$ cat src/rtl/mux_function_tester.sv
// Exhaustive stimulus/response checker for F = (A & ~B) | (B & C).
// Sweeps {A,B,C} from 000 to 111, holds each vector for SETTLE_CYCLES cycles,
// then samples the structural, functional and behavioral outputs of the block
// under test in one CHECK cycle and accumulates mismatch results.
// SETTLE_CYCLES must lie in 1..15 (the settle counter is 4 bits wide).
module mux_function_tester #(
  parameter int unsigned SETTLE_CYCLES = 2,
  parameter int unsigned ERR_W         = 4
) (
  input  logic             clk,
  input  logic             rst,
  input  logic             start,
  output logic             A_out,
  output logic             B_out,
  output logic             C_out,
  input  logic             f_struct_in,
  input  logic             f_func_in,
  input  logic             f_behav_in,
  output logic             busy,
  output logic             done,
  output logic             pass,
  output logic [ERR_W-1:0] err_count,
  output logic [2:0]       err_mask,
  output logic [2:0]       first_err_vec,
  output logic             first_err_valid
);

  localparam int unsigned VEC_W  = 3;
  localparam int unsigned SCNT_W = 4;

  localparam logic [SCNT_W-1:0] SCNT_LAST = SCNT_W'(SETTLE_CYCLES - 1);
  localparam logic [VEC_W-1:0]  VEC_LAST  = {VEC_W{1'b1}};
  localparam logic [ERR_W-1:0]  ERR_MAX   = {ERR_W{1'b1}};

  typedef enum logic [1:0] {
    ST_IDLE   = 2'd0,
    ST_SETTLE = 2'd1,
    ST_CHECK  = 2'd2,
    ST_DONE   = 2'd3
  } state_t;

  state_t             r_state;
  logic [VEC_W-1:0]   r_vec;
  logic [SCNT_W-1:0]  r_scnt;
  logic               r_busy;
  logic               r_done;
  logic               r_pass;
  logic [ERR_W-1:0]   r_err_count;
  logic [2:0]         r_err_mask;
  logic [VEC_W-1:0]   r_first_err_vec;
  logic               r_first_err_valid;

  logic               w_exp;
  logic [2:0]         w_mism;
  logic               w_any_mism;
  logic [ERR_W-1:0]   w_err_next;

  // Golden model of the function for the vector currently driven.
  assign w_exp = (r_vec[2] & ~r_vec[1]) | (r_vec[1] & r_vec[0]);

  // Per-output mismatch flags: [2] structural, [1] functional, [0] behavioral.
  assign w_mism     = {f_struct_in ^ w_exp, f_func_in ^ w_exp, f_behav_in ^ w_exp};
  assign w_any_mism = |w_mism;

  // Saturating error count as it will be after the current CHECK cycle.
  always_comb begin
    w_err_next = r_err_count;
    if (w_any_mism && (r_err_count != ERR_MAX)) begin
      w_err_next = r_err_count + ERR_W'(1);
    end
  end

  // Sweep sequencer with registered status and result outputs.
  always_ff @(posedge clk) begin
    if (rst) begin
      r_state           <= ST_IDLE;
      r_vec             <= '0;
      r_scnt            <= '0;
      r_busy            <= 1'b0;
      r_done            <= 1'b0;
      r_pass            <= 1'b0;
      r_err_count       <= '0;
      r_err_mask        <= '0;
      r_first_err_vec   <= '0;
      r_first_err_valid <= 1'b0;
    end else begin
      case (r_state)
        ST_IDLE, ST_DONE: begin
          // A start from DONE is a restart with the same clearing as from IDLE.
          if (start) begin
            r_state           <= ST_SETTLE;
            r_vec             <= '0;
            r_scnt            <= '0;
            r_busy            <= 1'b1;
            r_done            <= 1'b0;
            r_pass            <= 1'b0;
            r_err_count       <= '0;
            r_err_mask        <= '0;
            r_first_err_vec   <= '0;
            r_first_err_valid <= 1'b0;
          end
        end

        ST_SETTLE: begin
          if (r_scnt == SCNT_LAST) begin
            r_state <= ST_CHECK;
            r_scnt  <= '0;
          end else begin
            r_scnt  <= r_scnt + SCNT_W'(1);
          end
        end

        ST_CHECK: begin
          r_err_mask  <= r_err_mask | w_mism;
          r_err_count <= w_err_next;
          if (w_any_mism && !r_first_err_valid) begin
            r_first_err_vec   <= r_vec;
            r_first_err_valid <= 1'b1;
          end
          if (r_vec == VEC_LAST) begin
            // Last vector: vec holds at 111 and results freeze in DONE.
            r_state <= ST_DONE;
            r_busy  <= 1'b0;
            r_done  <= 1'b1;
            r_pass  <= (w_err_next == '0);
          end else begin
            r_state <= ST_SETTLE;
            r_vec   <= r_vec + VEC_W'(1);
          end
        end

        default: begin
          r_state <= ST_IDLE;
        end
      endcase
    end
  end

  // Stimulus comes straight from the vector register, so it is glitch-free.
  assign A_out           = r_vec[2];
  assign B_out           = r_vec[1];
  assign C_out           = r_vec[0];
  assign busy            = r_busy;
  assign done            = r_done;
  assign pass            = r_pass;
  assign err_count       = r_err_count;
  assign err_mask        = r_err_mask;
  assign first_err_vec   = r_first_err_vec;
  assign first_err_valid = r_first_err_valid;

endmodule

$ cat config.mk
export PLATFORM = sky130hd
export DESIGN_NAME = mux_function_tester
export DESIGN_NICKNAME = d
export VERILOG_FILES = /design/src/rtl/mux_function_tester.sv
export SDC_FILE = /design/constraint.sdc
export NUM_CORES = 1
export LEC_CHECK = 0
export ABC_AREA = 1
export BUFFER_PORTS_ARGS = -buffer_cell sky130_fd_sc_hd__buf_4
export CAP_MARGIN = 20
export CORE_ASPECT_RATIO = 1.4
export CORE_MARGIN = 10
export CORE_UTILIZATION = 58
export CTS_CLUSTER_SIZE = 14
export DETAILED_ROUTE_END_ITERATION = 6
export GPL_TIMING_DRIVEN = 0
export PLACE_DENSITY = 0.82
export SETUP_SLACK_MARGIN = 0.1
export SLEW_MARGIN = 5
export SYNTH_ARGS = -nofsm -noshare
export SYNTH_HDL_FRONTEND = slang
export SYNTH_SLANG_ARGS = --single-unit
export TNS_END_PERCENT = 1
$ cat constraint.sdc
create_clock -name clk -period 4.9 [get_ports clk]
set_input_delay 0.98 -clock clk [delete_from_list [all_inputs] [get_ports clk]]
set_output_delay 0.98 -clock clk [all_outputs]
set_load 0.02 [all_outputs]
==> results of run 1 <==
==> how the worst max path moves through the flow <==
stage	startpoint	to	slack, ns	cells after the start
after CTS	r_vec[1]	B_out	2.94	1
after detailed placement	f_struct_in	pass	2.84	9
after global placement	start	first_err_vec[1]	2.86	10
after floorplan	f_struct_in	pass	3.06	9
final	r_vec[1]	B_out	2.94	1
after global routing	r_state[0]	first_err_vec[0]	2.87	12
==> tightest hold or removal path: stages, from the launching register on <==
cell and delay [ns]:
dfxtp_1 0.33, inv_1 0.04, a21oi_1 0.05
==> cell type report <==
cell class | instances | area, sq um
Multi-Input combinational cell | 124 | 693
Fill cell | 184 | 541
Sequential cell | 23 | 460
Timing Repair Buffer | 22 | 165
Inverter | 26 | 100
Clock buffer | 4 | 26.3
Tap cell | 21 | 26.3
Buffer | 2 | 8.76
==> layer usage <==
metal	up-vias	GRT usage (%)
met1	525	13.2
met5	-	0
li1	614	-
met3	7	2.53
met2	20	24.8
met4	0	7.42
==> cells in the final DEF (no fill, tap or decap), types with 2 or more instances in the layout <==
| cell | Yosys | layout |
|---|---|---|
| a21oi_1 | 22 | 22 |
| buf_4 | 0 | 22 |
| clkbuf_1 | 1 | 2 |
| clkbuf_4 | 0 | 3 |
| dfxtp_1 | 23 | 23 |
| ha_1 | 8 | 8 |
| inv_1 | 21 | 21 |
| inv_2 | 4 | 4 |
| nand2_1 | 41 | 41 |
| nand2_2 | 8 | 8 |
| nand3_1 | 14 | 14 |
| nand3b_1 | 2 | 2 |
| nor2_1 | 11 | 11 |
| o21ai_0 | 4 | 4 |
| o21ai_2 | 2 | 2 |
| xor2_1 | 2 | 2 |
==> flip-flops by register name (all words and copies together), names as in the netlist, 2 cells and up <==
signal	cells
first_err_vec	3
err_count	4
r_vec	3
err_mask	3
r_scnt	4
r_state	2
==> report_power, final <==
group          internal [mW]  total [mW]  switching, mW
Sequential             0.212       0.233         0.0201
Combinational         0.0923       0.275          0.183
Clock                 0.0319      0.0880         0.0561
Total                  0.337       0.595          0.259
==> metrics by stage <==
stage               hold WS (ns)  util [%]  setup slack [ns]
floorplan                  0.466         -              3.06
global placement           0.438      72.0              2.86
detailed placement         0.442      72.0              2.84
CTS                        0.459      73.3              2.94
global route               0.477      73.3              2.87
finish                     0.457      73.3              2.94
==> cells by family after synthesis <==
group	Yosys count	synth area share, %
flip-flops	23	36.5
AO/OA/AOI/OAI	31	14.2
XOR/XNOR	3	2.08
adder cells (fa/ha/maj)	8	7.93
buffers and inverters	28	8.62
AND/OR/NAND/NOR	82	30.7
==> results.md, run 1 <==
- Status: finished, final reports clean
- Post-CTS Resized: 0
- Reg2reg end: first_err_vec[2]
- Critical path required time: 3.92 ns
- Syn Nets: 189
- Port Buffers: 22
- M1 wire length: 1110 microns
- Post-synth EDFFs: 0
- Setup bufs post-CTS: 0
- Layout cell share with drive strength beyond 1: 22.9%
- CP arrival: 0.98 ns
- Max-Slew Margin vs Limit: 67.6%
- Worst Setup Start Kind: flop
- Via density per instance: 5.25
- CP max-delay cell: dfxtp_1
- Cell area after layout: 1480 sq um
- Std cell rows: 19
- Critical path class: reg -> out
- Final hold vios: 0
- CP max FO: 7
- GRT Total Usage: 13.3%
- CTS tree: done
- Starting Density: 62.5%
- Commonest cells in the netlist: 41 x nand2_1, 23 x dfxtp_1, 22 x a21oi_1
- CP Capture Type: output pin
- Buf/Inv on CP: 1
- Root Buffer: clkbuf_4
- Lkg Pwr: 0.659 nW
- Total I/O pin count: 23
- Final Power: 0.595 mW
- Tmin final: 1.96 ns
- Hold path start: err_mask[0]
- CORE AREA: 2020 sq um
- Clock transition at path regs: 0.11 ns
- Post-synth cell types: 26
- R2R Setup Slk: 3.03 ns
- Via count: 1166
- CTS Buf Count: 3
- Clock Path Buffers: 2
- Post-synth ARST share: 0%
- Synth top area cells: dfxtp_1 36%, nand2_1 12%, a21oi_1 8.7%, ha_1 7.9%, inv_1 6.2%
- Largest net degree at the start of global routing: 13
- DR top layer: met4
- Worst Tran Pin Value: 0.486 ns
- Yosys warns: 0
- Syn Area/Cell: 7.21 sq um
- Pwr/cell area: 402 nW/um^2
- Top achievable clock speed: 511 MHz
- CTS Hold Buffers Added: 0
- Clock Skew: 0.00916 ns
- Cell count of the worst reg-to-reg path: 12
- Finish-stage setup viols: 0
- # DRC: 0
- Initial antenna violation count: 0
- Most numerous cell in the Yosys netlist: nand2_1
- DIE AREA: 4470 sq um
- Met2 routed WL: 1550 microns
- WL met3: 112 microns
- VDD IR max: 0.297 mV
- TritonCTS sink count: 23
- Avg WL per Cell: 12.8 microns
- First-pass GRT wire length: 4690 microns
- Worst min-delay path class: reg -> reg
- Register bit total from synthesis: 23
- Synth top area share: 36.5%
- Vias in the first global route: 1118
- Die X: 59.4 microns
- Ys flop type: dfxtp_1
- Setup TNS: 0 ns
- Post-Synthesis Cells: 175
- Worst skew pair latency: 0.32 ns
- Min-Delay Endpoint: err_mask[0]
- Final GP Congestion: 0.842
- Post-place instance area: 1450 sq um
- Die height: 75.2 microns
- Seq/Total Area, Yosys: 36.5%
- Fin nets: 216
- Area leader, netlist: dfxtp_1
- CP Cell Sequence: buf_4
- Antenna Cells: 0
- Detailed Route Iter0 Violations: 20
- CP top delay family: flip-flops
- Worst r2r src: r_state[0]
- Layout area overhead: 17.2%
- Hpwl dp: 2350 microns
- Period utilisation layout: 40.0%
- Routed WL: 2840 microns
- H-Tree Depth: 1
- Remaining Overflow, GRT: 0
- Mapped Area: 1260 sq um
- Non-filler cells, final: 222
- Max stage delay on crit path: 0.47 ns
- RSZ-0062 raised after global routing: false
- Total placed cells including tap cells: 218
- Total of max-cap violations: 0
- Slew Limit Fails: 0
- Detail Route Antenna Nets: 0
- Worst hold path depth: 2
- DR pass1 iterations: 4
No activity file was read; power rests on OpenSTA's default activity.
==> inputs of run 2 (changes only) <==
--- a/config.mk
+++ b/config.mk
@@ -10,11 +10,11 @@
 export CAP_MARGIN = 20
 export CORE_ASPECT_RATIO = 1.4
 export CORE_MARGIN = 10
-export CORE_UTILIZATION = 58
+export CORE_UTILIZATION = 54
 export CTS_CLUSTER_SIZE = 14
 export DETAILED_ROUTE_END_ITERATION = 6
 export GPL_TIMING_DRIVEN = 0
-export PLACE_DENSITY = 0.82
+export PLACE_DENSITY = 0.77
 export SETUP_SLACK_MARGIN = 0.1
 export SLEW_MARGIN = 5
 export SYNTH_ARGS = -nofsm -noshare
==> constraint.sdc (replaced) <==
create_clock -name clk -period 1.9 [get_ports clk]
set_input_delay 0.38 -clock clk [delete_from_list [all_inputs] [get_ports clk]]
set_output_delay 0.38 -clock clk [all_outputs]
set_load 0.02 [all_outputs]
==> run 2 against run 1 <==
- register-to-register slack worse by 2.8 ns
- hold slack got worse by 0.20 ns
- count of clock-buffer cells in the layout is the same
- first-iteration DRC count grew 65%
- worst setup slack worse by 2.7 ns
- critical path depth up 11
- power grew to 2.7 times the previous value
- via count increased by 3.2%
- clock power grew to 2.6 times the previous value
- clock skew down 0.0077 ns
- sequential power grew to 2.6 times the previous value
- utilization decreased by 4.0 points
- critical endpoint is now first_err_vec[2]
==> results.md, run 2 (synthesis results as in run 1) <==
- Layout area overhead: 20.8%
- Int Pwr: 0.943 mW
- TritonCTS sink count: 23
- Routed WL: 2850 microns
- Finish-stage setup viols: 0
- Period utilisation layout: 88.5%
- RSZ-0062 raised after global routing: false
- Net switching power: 0.690 mW
- Clock Power Share: 13.9%
- Hpwl dp: 2290 microns
- Detail Route Antenna Nets: 0
- Most frequent cells in the layout: 41 x nand2_1, 26 x buf_4, 22 x a21oi_1, 22 x dfxtp_1, 21 x inv_1
- Setup TNS: 0 ns
- Detailed Route Iter0 Violations: 33
- Via density per instance: 5.30
- GRT Total Usage: 12.4%
- Worst Tran Pin Value: 0.503 ns
- Status: finished, final reports clean
- Comb power frac: 49.3%
- Root Buffer: clkbuf_4
- Total placed cells including tap cells: 219
- Setup Slack @ Placement: 0.0476 ns
- Final GP Congestion: 0.800
- Layout cell share with drive strength beyond 1: 25.4%
- # DRC: 0
- Switch share: 42.3%
- Top achievable clock speed: 595 MHz
- Worst Setup Start Kind: flop
- Port Buffers: 22
- Starting Density: 57.3%
- Finished Core Util: 69.3%
- Die X: 60.9 microns
- Initial antenna violation count: 0
- Pwr/cell area: 1070 nW/um^2
- CTS Hold Buffers Added: 0
- Vias in the first global route: 1168
- Final hold slack: 0.254 ns
- Critical path class: reg -> reg
- Die height: 77.2 microns
- Worst min-delay path class: in -> reg
- Total I/O pin count: 23
- Post-place instance area: 1460 sq um
- Largest net degree at the start of global routing: 13
- Non-filler cells, final: 227
- DIE AREA: 4700 sq um
- Cell area after layout: 1530 sq um
- Fin nets: 220
- Final Power: 1.63 mW
- CTS tree: done
- VDD IR max: 0.815 mV
- Max-Slew Margin vs Limit: 66.5%
- Avg WL per Cell: 12.6 microns
- Clock Skew: 0.00145 ns
- Sequential Power Share: 36.8%
- Lkg Pwr: 0.679 nW
- CP Capture Type: flop
- Slew Limit Fails: 0
- Remaining Overflow, GRT: 0
- Setup WS post-layout: 0.219 ns
- Antenna Cells: 0
- CORE AREA: 2200 sq um
- First-pass GRT wire length: 4820 microns
- Clock Path Buffers: 2
- Via count: 1203
- Total of max-cap violations: 0
- H-Tree Depth: 1
- Clock transition at path regs: 0.12 ns
- Final hold vios: 0
- Tmin final: 1.68 ns
- Std cell rows: 20
- CP arrival: 1.93 ns
- Worst skew pair latency: 0.31 ns
- CTS Buf Count: 3
- Critical path required time: 2.15 ns
- Leading cell type in the layout, fill and taps excluded: nand2_1
- DR pass1 iterations: 4
- CP max FO: 6
==> run 2: changes by cell type in the layout (fill, tap and decap cells not counted) <==
cell,change
dfxtp_2,+1
ha_4,+1
buf_4,+4
ha_1,-1
dfxtp_1,-1
==> run 2: final timing paths <==
| kind | startpoint | end | slack (ns) | depth (start not counted) |
|---|---|---|---|---|
| min | rst | pass | 0.25 | 2 |
| min reg2reg | err_mask[1] | err_mask[1] | 0.46 | 2 |
| max | r_state[0] | first_err_vec[2] | 0.22 | 12 |
| max reg2reg | r_state[0] | first_err_vec[2] | 0.22 | 12 |
==> run 2: routing by layer <==
metal | global-route usage (%) | wire [microns] | vias to the layer above
met5 | 0 | 0 | -
met4 | 5.73 | 83 | 0
met3 | 2.47 | 101 | 12
met2 | 21.6 | 1500 | 24
met1 | 13.4 | 1170 | 550
li1 | - | - | 617
==> run 2: layout make-up <==
cell class,count,area [sq um]
Fill cell,189,677
Timing Repair Buffer,26,195
Clock buffer,4,26.3
Multi-Input combinational cell,124,706
Tap cell,22,27.5
Buffer,2,8.76
Inverter,26,100
Sequential cell,23,462
==> run 2: power by group through the flow <==
stage	Combinational, mW	Sequential [mW]	Clock, mW
floorplan	0.477	0.649	0
global placement	0.679	0.609	0
detailed placement	0.707	0.614	0
CTS	0.734	0.606	0.236
global route	0.890	0.613	0.253
finish	0.805	0.601	0.227
==> run 2: critical path, stage by stage, from the launching register on <==
cell and delay, ns:
dfxtp_2 0.35, inv_1 0.06, ha_4 0.30, inv_2 0.05, nor2_4 0.15, inv_2 0.06, o21ai_4 0.11, inv_4 0.09
nand2_2 0.10, o21ai_2 0.09, inv_2 0.08, nand2_1 0.05, a21oi_1 0.13
==> run 2: what timing repair did <==
action,4_1_cts,5_1_grt
gates resized for setup,3,0
pin swaps,0,1
endpoints found under the setup margin,4,4
setup buffers,0,4
